$ cat config.mk
export PLATFORM = sky130hd
export DESIGN_NAME = serial_adder_ctrl
export DESIGN_NICKNAME = d
export VERILOG_FILES = /design/src/rtl/serial_adder_pkg.sv /design/src/rtl/full_adder.sv /design/src/rtl/half_adder.sv /design/src/rtl/serial_adder_ctrl.sv
export SDC_FILE = /design/constraint.sdc
export NUM_CORES = 1
export LEC_CHECK = 0
export ABC_CLOCK_PERIOD_IN_PS = 3700
export CORE_UTILIZATION = 54
export DETAILED_ROUTE_END_ITERATION = 10
export PLACE_DENSITY_LB_ADDON = 0.1
export SLEW_MARGIN = 20
export SYNTH_ARGS = -nofsm -noshare
export SYNTH_HDL_FRONTEND = slang
export SYNTH_SLANG_ARGS = --single-unit
$ cat constraint.sdc
create_clock -name clk -period 3.7 [get_ports clk]
set_input_delay 0.37 -clock clk [delete_from_list [all_inputs] [get_ports clk]]
set_output_delay 0.37 -clock clk [all_outputs]
set_load 0.05 [all_outputs]
$ cat src/rtl/serial_adder_pkg.sv
// Shared definitions for the bit-serial adder sequencer: FSM encoding and default width.
package serial_adder_pkg;

  localparam int unsigned DEFAULT_WIDTH = 8;

  typedef enum logic [1:0] {
    S_IDLE = 2'd0,
    S_RUN  = 2'd1,
    S_DONE = 2'd2
  } state_t;

endpackage

$ cat src/rtl/full_adder.sv
// Single-bit full adder built from two half adders; the two partial carries never coincide, so OR suffices.
module full_adder (
  input  logic a,
  input  logic b,
  input  logic cin,
  output logic sum,
  output logic cout
);

  logic s0;
  logic c0;
  logic c1;

  half_adder u_ha0 (
    .a     (a),
    .b     (b),
    .sum   (s0),
    .carry (c0)
  );

  half_adder u_ha1 (
    .a     (s0),
    .b     (cin),
    .sum   (sum),
    .carry (c1)
  );

  assign cout = c0 | c1;

endmodule

$ cat src/rtl/half_adder.sv
// Single-bit half adder used as the building block of the shared full-adder cell.
module half_adder (
  input  logic a,
  input  logic b,
  output logic sum,
  output logic carry
);

  assign sum   = a ^ b;
  assign carry = a & b;

endmodule

$ cat src/rtl/serial_adder_ctrl.sv
// Bit-serial WIDTH-bit adder sequencer: latches operands on start, adds LSB-first through one
// shared full-adder cell, then presents the registered result with a one-cycle done pulse.
module serial_adder_ctrl
  import serial_adder_pkg::*;
#(
  parameter int unsigned WIDTH = DEFAULT_WIDTH
) (
  input  logic             clk,
  input  logic             rst,
  input  logic             start,
  input  logic [WIDTH-1:0] a,
  input  logic [WIDTH-1:0] b,
  input  logic             cin,
  output logic             ready,
  output logic             busy,
  output logic             done,
  output logic [WIDTH-1:0] sum,
  output logic             cout
);

  localparam int unsigned      CNT_W = (WIDTH > 1) ? $clog2(WIDTH) : 1;
  localparam logic [CNT_W-1:0] LAST  = CNT_W'(WIDTH - 1);

  state_t             state_q;
  state_t             state_d;
  logic [WIDTH-1:0]   a_sh;
  logic [WIDTH-1:0]   b_sh;
  logic [WIDTH-1:0]   acc;
  logic [WIDTH-1:0]   acc_nxt;
  logic               carry;
  logic [CNT_W-1:0]   count;
  logic               last_bit;
  logic               fa_s;
  logic               fa_c;

  full_adder u_fa (
    .a    (a_sh[0]),
    .b    (b_sh[0]),
    .cin  (carry),
    .sum  (fa_s),
    .cout (fa_c)
  );

  // New sum bit enters at the MSB so after WIDTH shifts bit 0 lines up with the LSB.
  if (WIDTH == 1) begin : g_acc_w1
    assign acc_nxt = fa_s;
  end else begin : g_acc_wn
    assign acc_nxt = {fa_s, acc[WIDTH-1:1]};
  end

  assign last_bit = (count == LAST);

  always_comb begin
    state_d = state_q;
    case (state_q)
      S_IDLE:  if (start) state_d = S_RUN;
      S_RUN:   if (last_bit) state_d = S_DONE;
      S_DONE:  state_d = S_IDLE;
      default: state_d = S_IDLE;
    endcase
  end

  // State, status flags and datapath; status flags are registered copies of the next state.
  always_ff @(posedge clk) begin
    if (rst) begin
      state_q <= S_IDLE;
      ready   <= 1'b1;
      busy    <= 1'b0;
      done    <= 1'b0;
      sum     <= '0;
      cout    <= 1'b0;
      a_sh    <= '0;
      b_sh    <= '0;
      acc     <= '0;
      carry   <= 1'b0;
      count   <= '0;
    end else begin
      state_q <= state_d;
      ready   <= (state_d == S_IDLE);
      busy    <= (state_d == S_RUN);
      done    <= (state_d == S_DONE);
      case (state_q)
        S_IDLE: begin
          if (start) begin
            a_sh  <= a;
            b_sh  <= b;
            carry <= cin;
            count <= '0;
          end
        end
        S_RUN: begin
          a_sh  <= a_sh >> 1;
          b_sh  <= b_sh >> 1;
          acc   <= acc_nxt;
          carry <= fa_c;
          count <= count + CNT_W'(1);
          if (last_bit) begin
            sum  <= acc_nxt;
            cout <= fa_c;
          end
        end
        default: ;
      endcase
    end
  end

endmodule
After elaboration in Yosys (flattened, before gate mapping)
Cells that the tools add are included.

cells by class
  $add $sub $neg = 1
  multipliers = 0
  div/mod/pow operators = 0
  $lt $le $gt $ge = 0
  equal/unequal tests = 5
  shift operators = 0
  mux-type cells = 11
  bitwise logic cells = 5
  reductions and logical operators = 5

operators with widths
  cell                                           count
  case mux 8 bit (2 select lines)                2
  two-way mux 8 bit                              2
  case mux 3 bit (2 select lines)                1
  == test 2 x 1 -> 1 bit, second input constant  2
  zero test 2 bit                                2
  two-way mux 2 bit                              2
  case mux 2 bit (2 select lines)                1
  AND reduction 2 bit                            2
  adder 3 x 1 -> 3 bit, second input constant    1
  == test 3 bit, second input constant           1
  two-way mux 3 bit                              1
  AND 1 bit                                      2
  == test 2 bit, second input constant           1
  != test 2 bit, second input constant           1
  case mux 1 bit (2 select lines)                1
  nonzero test 2 bit                             1
  XOR 1 bit                                      2
  two-way mux 1 bit                              1
  OR 1 bit                                       1

storage, ports and cells
  bits in registers = 42
  bits in latches = 0
  RAM bits = 0
  ROM bits = 0
  input port bits = 20
  output and inout port bits = 12
  logic and storage cells = 38
  memories kept = 0

Longest topological paths before layout
Gate-level depths: netlist of run 1.

  depth in word-level cells = 4
  mapped depth = 6
  mapped depth without buffers = 5

By module
From an unflattened synthesis of run 1, not the netlist that was laid out.

second synthesis, totals
  cell total of the unflattened synthesis = 174
  area total of the unflattened synthesis = 1712.9 sq um

by module, submodules not included
  module             instances  cells an instance  area each (sq um)  seq. area each (sq um)
  serial_adder_ctrl  1          171                1681.6             820.8
  half_adder         2          1                  12.5               0.0
  full_adder         1          1                  6.3                0.0

Worst setup path after synthesis of run 1
Ideal clock, no wire load.

  kind = register to register
  start = register count[0]
  end = register sum[4]
  library setup time = 142 ps
  data arrival time = 1121 ps
  data required time = 3558 ps
  path slack = 2436 ps
  stages on the path, launching flop included = 7
  path buffers = 1
  clock period less this slack = 1264 ps
  cell sequence = dfxtp_1 -> ha_1 -> ha_1 -> and3b_1 -> buf_2 -> nand2_1 -> a21oi_1

between the ends
  longest elaborated chain between the ends = 2

ends and longest elaborated chain
  item                           RTL line                 RTL
  start: declaration             serial_adder_ctrl.sv:31  logic [CNT_W-1:0] count;
  start signal: assignment       serial_adder_ctrl.sv:96  count <= count + CNT_W'(1);
  == test 3 bit                  serial_adder_ctrl.sv:51  assign last_bit = (count == LAST);
  AND reduction 2 bit (no line)  n/a
  end signal: assignment         serial_adder_ctrl.sv:98  sum <= acc_nxt;
  end: declaration               serial_adder_ctrl.sv:17  output logic [WIDTH-1:0] sum,

Every way passes these cells.
A chain may end at the register's enable or synchronous reset.

Worst setup path in the final report of run 1
  start = register cout
  end = output port cout

RTL lines
  item                      RTL line                 RTL
  start: declaration        serial_adder_ctrl.sv:18  output logic cout
  start signal: assignment  serial_adder_ctrl.sv:71  cout <= 1'b0;
  start signal: assignment  serial_adder_ctrl.sv:99  cout <= fa_c;

No word-level cell between the ends.

==> results.ini, run 1 <==
[synthesis]
synth.largest_area_cell=dfxtp_1
yosys.cell_types.count=23
syn_nets=196
yosys_warnings=0
synthDominantCellAreaShare=0.491
ys_seq_area_frac=0.491
synth_area_sq_um=1670
avgSynthCellArea_sq_um=9.67
synth-seq-cells=41
yosys-top-cells-area=dfxtp_1 (49%), mux2i_1 (9.0%), a211oi_2 (7.5%)
syn_inst=173

[clocking]
post_cts.repair.setup_buffers=0
cts_tree=done
clk_latency_ns=0.34
cts_made_buffers=5
cts_sinks=41
hold_buffers=0
root_buffer=clkbuf_4
cts_resized=0
clk_path_buf_depth=2
clk_pin_slew_worst_paths_ns=0.11
htreeDepth=2

[power]
totalPowerFinal_uw=851
leakage_nw=0.750
powerDensity_nw_per_um2=421
vdd_ir_drop_max_mv=0.282

[grt]
use_met1=0.251
grt_max_degree=31
met3_usage=0.0469
grt_pass1_vias=1281
grtUsageMet2=0.349
overflow=0
grt_pass1_wl_mm=5.26
grt.busiest_layer=met2
grt.total_usage=0.204
antenna_found_initial=0

[sta]
rsz0062_at_grt=false
finClkSkew_ns=0.00942
finalCritPeriodShare=0.504
setup_viol=0
worst_pin_slew_ns=0.513
hold_viol=0
hold_slack_ns=0.464
maxSlewHeadroom=0.657
tns_ns=0
period_needed_ns=1.87
max_freq_mhz=536
drv_slew=0

[final_layout]
fin_nets=223
num_antenna_cells=0
utilization=0.708
layout.cells.most_common=dfxtp_1
area_delta_synth_final_pct=20.8
layout_common_cells=dfxtp_1 (41), nand2_1 (32), clkdlybuf4s50_1 (31)
fill_cells=239
drive_gt1_frac=0.100

[placed_design]
finalWeightedCongestion=0.758
io_buffers=31
hpwl_mm=2.15

[setup_path]
worstSetupEndpointType=primary output
critical-path-slowest-cell=clkdlybuf4s50_1
crit_chain=clkdlybuf4s50_1
cp_max_fo=2
timing.critical_path.required_ns=3.33
path_buf_inv=1
cp_data_arrival_time_ns=1.50
crit_family=buffers and inverters
start_kind=flip-flop
slowest_delay_ns=0.81
path_class=reg -> out

[floorplanning]
rows=19
dieWidth_um=57.7
dieArea_sq_um=3320
die_h_um=57.7
start_util=0.586
core_sq_um=2850
ios=32

[status]
violations=design-rule violations
status=finished, violations left

[routing]
drtIter0Drc=30
firstDrtPassIters=7
wl_per_cell_um=13.3
routed_wl_mm=3.07
drc_errors=2
num_vias=1269
avgViaCountPerCell=5.49
ant_nets=0

[job]
drv_cap=0

[hold_path]
hp-class=reg -> reg

## registers in the layout (all words and copies together), names as in the netlist
name,flops
carry,1
cout,1
ready,1
state_q,2
a_sh,8
count,3
done,1
sum,8
busy,1
acc,7
b_sh,8
## synthesized netlist by cell type (all sizes together)
library cell	instances
o21ba	1
nand2	32
a21oi	18
dfxtp	41
and3b	1
nand3b	1
clkbuf	3
nor4b	1
nor4	1
fa	1
o21bai	1
a211oi	14
nand2b	2
buf	10
mux2i	15
nor2	22
nor3b	2
ha	2
and2b	1
a22oi	4
## area by class of cell
cell class / instances / area, sq um / area share
Clock inverter: 2 / 35.0 / 0.0173
Tap cell: 31 / 38.8 / 0.0192
Clock buffer: 5 / 37.5 / 0.0186
Sequential cell: 41 / 821 / 0.406
Multi-Input combinational cell: 119 / 763 / 0.378
Timing Repair Buffer: 33 / 325 / 0.161
## through the flow
stage | cells | area [sq um] | worst slack, ns
after CTS | 231 | 2020 | 1.82
after floorplan | 173 | 1670 | 2.44
final | 231 | 2020 | 1.83
after detailed placement | 224 | 1950 | 1.94
after global placement | 224 | 1950 | 1.96
after global routing | 231 | 2020 | 1.79
## final timing paths
| kind | from | to | slack [ns] | depth (start not counted) |
|---|---|---|---|---|
| worst min register to register | sum[5] | sum[5] | 0.46 | 2 |
| worst max-delay path | cout | cout | 1.83 | 1 |
| worst max register to register | state_q[0] | a_sh[5] | 2.20 | 4 |
| worst min-delay path | sum[5] | sum[5] | 0.46 | 2 |
## routing by layer
metal	up-vias	routed length, um
met5	-	0
met4	0	55
met3	7	125
met2	23	1400
met1	597	1480
li1	642	-
## power breakdown
| group | leakage (nW) | internal, mW | switching (mW) | total, mW |
|---|---|---|---|---|
| registers | 0.336 | 0.462 | 0.0115 | 0.473 |
| clock network | 0.0410 | 0.138 | 0.133 | 0.270 |
| logic | 0.374 | 0.0517 | 0.0553 | 0.107 |
| total | 0.750 | 0.651 | 0.200 | 0.851 |
## logic make-up after synthesis
family                     count (synthesis)  share of synthesized area
and+or+nand+nor                           63                      0.161
muxes                                     15                     0.0898
buffers and inverters                     13                     0.0531
DFF                                       41                      0.491
adders and majority gates                  3                     0.0269
AOI/OAI and AO/OA                         38                      0.179
Power figures use the tool's default switching activity.
==> inputs of run 2 (changes only) <==
--- a/config.mk
+++ b/config.mk
@@ -5,8 +5,8 @@
 export SDC_FILE = /design/constraint.sdc
 export NUM_CORES = 1
 export LEC_CHECK = 0
-export ABC_CLOCK_PERIOD_IN_PS = 3700
-export CORE_UTILIZATION = 54
+export ABC_CLOCK_PERIOD_IN_PS = 1600
+export CORE_UTILIZATION = 45
 export DETAILED_ROUTE_END_ITERATION = 10
 export PLACE_DENSITY_LB_ADDON = 0.1
 export SLEW_MARGIN = 20
==> constraint.sdc (replaced) <==
create_clock -name clk -period 1.6 [get_ports clk]
set_input_delay 0.16 -clock clk [delete_from_list [all_inputs] [get_ports clk]]
set_output_delay 0.16 -clock clk [all_outputs]
set_load 0.05 [all_outputs]
==> run 2 against run 1 <==
  * The run now ends clean
  * Critical path depth unchanged
  * Combinational power up 140%
  * Non-clock buffer count up 3
  * Setup slack got worse by 1.8 ns
  * Register-to-register slack worse by 1.9 ns
  * Clock power grew to 3.2 times the previous value
  * First-iteration DRC count increased by 77%
  * Final cell count rose by 8.2%
  * Sequential share of layout area fell by 1.5 points
  * Critical path type unchanged
  * Largest cell class unchanged
  * Highest routed layer unchanged
==> results.ini, run 2 (synthesis results as in run 1) <==
[power]
totalPowerFinal_mw=2.21  ; +160%
powerDensity_nw_per_um2=1050  ; +150%
vdd_ir_drop_max_mv=0.730  ; +160%
leakage_nw=0.806  ; +7.4%

[routing]
drc_errors=0  ; -2
firstDrtPassIters=4  ; -3
num_vias=1256  ; -1.0%
avgViaCountPerCell=5.02  ; -8.5%
drtIter0Drc=53  ; +77%
ant_nets=0  ; unchanged
wl_per_cell_um=12.5  ; -6.2%
routed_wl_mm=3.12  ; +1.6%

[setup_path]
timing.critical_path.required_ns=1.44  ; -1.89 ns
path_buf_inv=1  ; unchanged
crit_chain=clkdlybuf4s50_1
r2r_end=b_sh[1]
cp_data_arrival_time_ns=1.39  ; -0.11 ns
timing.rr.start=state_q[1]
rr_worst_depth=3  ; -1
slowest_delay_ns=0.79  ; -0.02 ns
crit_family=buffers and inverters
critical-path-slowest-cell=clkdlybuf4s50_1
start_kind=flip-flop
reg2reg_slack_ns=0.26  ; -1.94 ns
cp_max_fo=1  ; -1
worstSetupEndpointType=primary output
path_class=reg -> out

[final_layout]
layout.cells.most_common=dfxtp_1
drive_gt1_frac=0.172  ; +0.0716
num_antenna_cells=0  ; unchanged
fin_nets=226  ; +1.3%
fill_cells=309  ; +29%
ff_latch_area_sq_um=821  ; unchanged
final_cell_area_sq_um=2100  ; +3.8%
multi_input_area_sq_um=764  ; +0.16%
area_delta_synth_final_pct=25.4
layout_common_cells=dfxtp_1 (41), nand2_1 (32), nor2_1 (22)
reg_top3=a_sh (8), b_sh (8), sum (8)
utilization=0.610  ; -0.0987

[placed_design]
finalWeightedCongestion=0.722  ; -4.8%
pre_cts_ws_ns=-0.00385  ; -1.94 ns
hpwl_mm=2.16  ; +0.72%
io_buffers=31  ; unchanged
placed_area_sq_um=1970  ; +1.1%

[grt]
use_met1=0.221  ; -0.0301
grt_pass1_vias=1292  ; +0.86%
grt_max_degree=40  ; +29%
met3_usage=0.0529  ; +0.00604
antenna_found_initial=0  ; unchanged
grt.busiest_layer=met2
grt.total_usage=0.180  ; -0.0244
grt_pass1_wl_mm=5.69  ; +8.1%
overflow=0  ; unchanged
grtUsageMet2=0.297  ; -0.0518

[clocking]
cts_made_buffers=5  ; unchanged
cts_tree=done
clk_latency_ns=0.29  ; -0.05 ns
clk_path_buf_depth=2  ; unchanged
clk_pin_slew_worst_paths_ns=0.08  ; -0.03 ns
cts_sinks=41  ; unchanged
root_buffer=clkbuf_8
hold_buffers=0  ; unchanged
htreeDepth=2  ; unchanged

[sta]
worst_pin_slew_ns=0.489  ; -0.0244 ns
max_freq_mhz=645
maxSlewHeadroom=0.673  ; +0.0163
setup_ws_ns=0.0497  ; -1.79 ns
hold_viol=0  ; unchanged
period_needed_ns=1.55
rsz0062_at_grt=false
finClkSkew_ns=0.00502  ; -0.00440 ns
drv_slew=0  ; unchanged
finalCritPeriodShare=0.969
setup_viol=0  ; unchanged

[status]
status=complete, no violations

[hold_path]
hp-class=reg -> reg
min_to=sum[5]
min_from=sum[5]
holdPathStages=2  ; unchanged

[floorplanning]
dieArea_sq_um=3970  ; +19%
ios=32  ; unchanged
start_util=0.486  ; -0.100
core_sq_um=3440  ; +21%
dieWidth_um=63.0  ; +9.2%
die_h_um=63.0  ; +9.2%
rows=21  ; +2

[job]
drv_cap=0  ; unchanged

[run 2: cell type report]
type	instances	area share
flip-flops and latches	41	0.391
multi-input cells	119	0.364
repair buffers	36	0.160
clock buffers	6	0.0394
well taps	46	0.0274
clock inverters	2	0.0179
[run 2: worst max-delay path by stage]
| stage | startpoint | endpoint | slack (ns) | depth (start not counted) |
|---|---|---|---|---|
| 6_report | ready | ready | 0.05 | 1 |
| 5_1_grt | ready | ready | 0.005 | 1 |
| 4_1_cts | ready | ready | 0.04 | 1 |
| 3_5_place_dp | start | b_sh[1] | -0.004 | 4 |
| 3_3_place_gp | start | busy | 0.16 | 4 |
| 2_1_floorplan | count[0] | sum[4] | 0.34 | 6 |
[run 2: through the flow]
stage | instances | hold WS, ns | TNS (ns)
2_1_floorplan | 173 | 0.308 | 0
3_3_place_gp | 241 | 0.445 | 0
3_5_place_dp | 241 | 0.450 | -0.00385
4_1_cts | 249 | 0.461 | 0
5_1_grt | 250 | 0.479 | 0
6_report | 250 | 0.460 | 0
[run 2: repair_timing]
action	in CTS	in global routing
buffers inserted	0	1
setup endpoints to repair	0	9
resized for setup	0	1
[run 2: where the power goes]
part | switching (mW) | leakage (nW) | internal, mW
sequential | 0.0264 | 0.336 | 1.07
clock | 0.349 | 0.0574 | 0.507
combinational | 0.127 | 0.413 | 0.127
total | 0.503 | 0.806 | 1.70
[run 2: layer usage]
metal	share of wire	up-vias	routed length (um)
met3	0.044	5	136
met4	0.013	0	42
met5	0	-	0
met2	0.45	24	1400
met1	0.49	574	1540
li1	-	653	-
==> inputs of run 3 (changes only) <==
--- a/config.mk
+++ b/config.mk
@@ -6,8 +6,9 @@
 export NUM_CORES = 1
 export LEC_CHECK = 0
 export ABC_CLOCK_PERIOD_IN_PS = 1600
-export CORE_UTILIZATION = 45
+export CORE_UTILIZATION = 35
 export DETAILED_ROUTE_END_ITERATION = 10
+export HOLD_SLACK_MARGIN = 0.15
 export PLACE_DENSITY_LB_ADDON = 0.1
 export SLEW_MARGIN = 20
 export SYNTH_ARGS = -nofsm -noshare
==> run 3 against run 2 <==
  * Hold slack lost 0.0029 ns
  * Clock skew down 0.0010 ns
  * Sequential power about the same
  * Global-route usage shrank 3.5 points
  * First-iteration DRC count shrank 5.7%
  * Sequential share of layout area is 0.093 points higher
  * Die area grew 28%
  * Final area fell by 0.24%
  * Combinational power about the same
  * Sequential cell count is the same
  * Fmax increased by 14%
  * Clock power grew 0.7%
  * Critical path type is now reg -> reg
  * Largest power group unchanged
  * Highest routed layer unchanged
==> results.ini, run 3 (synthesis results as in run 1) <==
[sta]
max_freq_mhz=738  ; +14%
finClkSkew_ns=0.00398  ; -0.00104 ns
finalCritPeriodShare=0.847  ; -0.122
hold_viol=0  ; unchanged
maxSlewHeadroom=0.727  ; +0.0541
period_needed_ns=1.36  ; -0.195 ns
worst_pin_slew_ns=0.409  ; -0.0796 ns
setup_viol=0  ; unchanged
drv_slew=0  ; unchanged
tns_ns=0  ; unchanged
rsz0062_at_grt=false

[setup_path]
cp_max_fo=9  ; +8
cp_data_arrival_time_ns=1.58  ; +0.19 ns
timing.critical_path.required_ns=1.82  ; +0.38 ns
path_class=reg -> reg
worstSetupStartpoint=count[0]
worstSetupEndpointType=flip-flop
start_kind=flip-flop
timing.rr.start=count[0]

[placed_design]
io_buffers=31  ; unchanged
finalWeightedCongestion=0.699  ; -3.3%
hpwl_mm=2.27  ; +4.8%

[final_layout]
fin_nets=225  ; -0.44%
layout.cells.most_common=dfxtp_1
num_antenna_cells=0  ; unchanged
reg_top3=a_sh (8), b_sh (8), sum (8)
area_delta_synth_final_pct=25.1
layout_common_cells=dfxtp_1 (41), nand2_1 (32), nor2_1 (22)
drive_gt1_frac=0.177  ; +0.00577

[status]
status=complete, no violations

[power]
vdd_ir_drop_max_mv=0.483  ; -34%
powerDensity_nw_per_um2=1060  ; +0.50%
totalPowerFinal_mw=2.21  ; +0.26%
leakage_nw=0.802  ; -0.40%

[clocking]
cts_made_buffers=5  ; unchanged
hold_buffers=0  ; unchanged
clk_latency_ns=0.29  ; about the same
clk_path_buf_depth=2  ; unchanged
root_buffer=clkbuf_8
cts_tree=done
cts_sinks=41  ; unchanged
clk_pin_slew_worst_paths_ns=0.08  ; about the same
htreeDepth=2  ; unchanged

[floorplanning]
dieArea_sq_um=5060  ; +28%
start_util=0.374  ; -0.112
ios=32  ; unchanged
core_sq_um=4470  ; +30%
rows=24  ; +14%
die_h_um=71.1  ; +13%
dieWidth_um=71.1  ; +13%

[routing]
wl_per_cell_um=13.2  ; +5.8%
firstDrtPassIters=6  ; +2
ant_nets=0  ; unchanged
avgViaCountPerCell=5.00  ; -0.40%
routed_wl_mm=3.37  ; +8.0%
num_vias=1276  ; +1.6%
drc_errors=0  ; unchanged
drtIter0Drc=50  ; -5.7%

[hold_path]
min_from=sum[0]
hp-class=reg -> reg

[grt]
overflow=0  ; unchanged
grt_pass1_vias=1252  ; -3.1%
grt_pass1_wl_mm=5.78  ; +1.6%
grt_max_degree=40  ; unchanged
grt.total_usage=0.145  ; -0.0346
antenna_found_initial=0  ; unchanged

[job]
drv_cap=0  ; unchanged

-- run 3: cell count changes in the layout (fill, tap and decap cells not counted) --
cell,change
clkdlybuf4s50_1,-2
buf_4,+1
-- run 3: final cells by class --
type,count,area (sq um)
multi-input cells,119,764
clock inverters,2,37.5
repair buffers,35,323
flip-flops and latches,41,821
fillers,451,2380
clock buffers,6,82.6
well taps,52,65.1
-- run 3: worst max-delay path: stages (launching register included) --
cell and delay [ns]:
dfxtp_1 0.36, ha_1 0.16, ha_1 0.22, and3b_2 0.33, nand2_1 0.09, a21oi_1 0.14
-- run 3: per-layer routing --
layer  routed length, um  global-route usage
met5                   0                   0
met4                  31              0.0467
met3                 143              0.0470
met2                1520               0.235
met1                1670               0.184
-- run 3: where the power goes --
group / internal (mW) / total (mW) / switching (mW)
clock: 0.507 / 0.862 / 0.355
sequential: 1.07 / 1.10 / 0.0287
combinational: 0.124 / 0.252 / 0.128
total: 1.70 / 2.21 / 0.512
-- run 3: path summary, 6_finish.rpt --
path / end / slack (ns) / depth (start not counted)
hold reg to reg: sum[0] / 0.46 / 2
setup reg to reg: sum[4] / 0.24 / 5
setup / recovery: sum[4] / 0.24 / 5
hold / removal: sum[0] / 0.46 / 2
-- run 3: stage by stage --
step / hold slack (ns) / setup WS (ns) / util / std cells / cell area, sq um
after global placement: 0.446 / 0.152 / 0.439 / 246 / 1960
after global routing: 0.498 / 0.101 / 0.468 / 255 / 2090
after detailed placement: 0.449 / 0.0555 / 0.439 / 246 / 1960
after CTS: 0.461 / 0.0884 / 0.466 / 254 / 2080
final: 0.457 / 0.245 / 0.468 / 255 / 2090
after floorplan: 0.308 / 0.336 / - / 173 / 1670
-- run 3: what timing repair did --
action,CTS,global route
endpoints found under the setup margin,0,3
buffers inserted,0,1
gates resized for setup,0,1
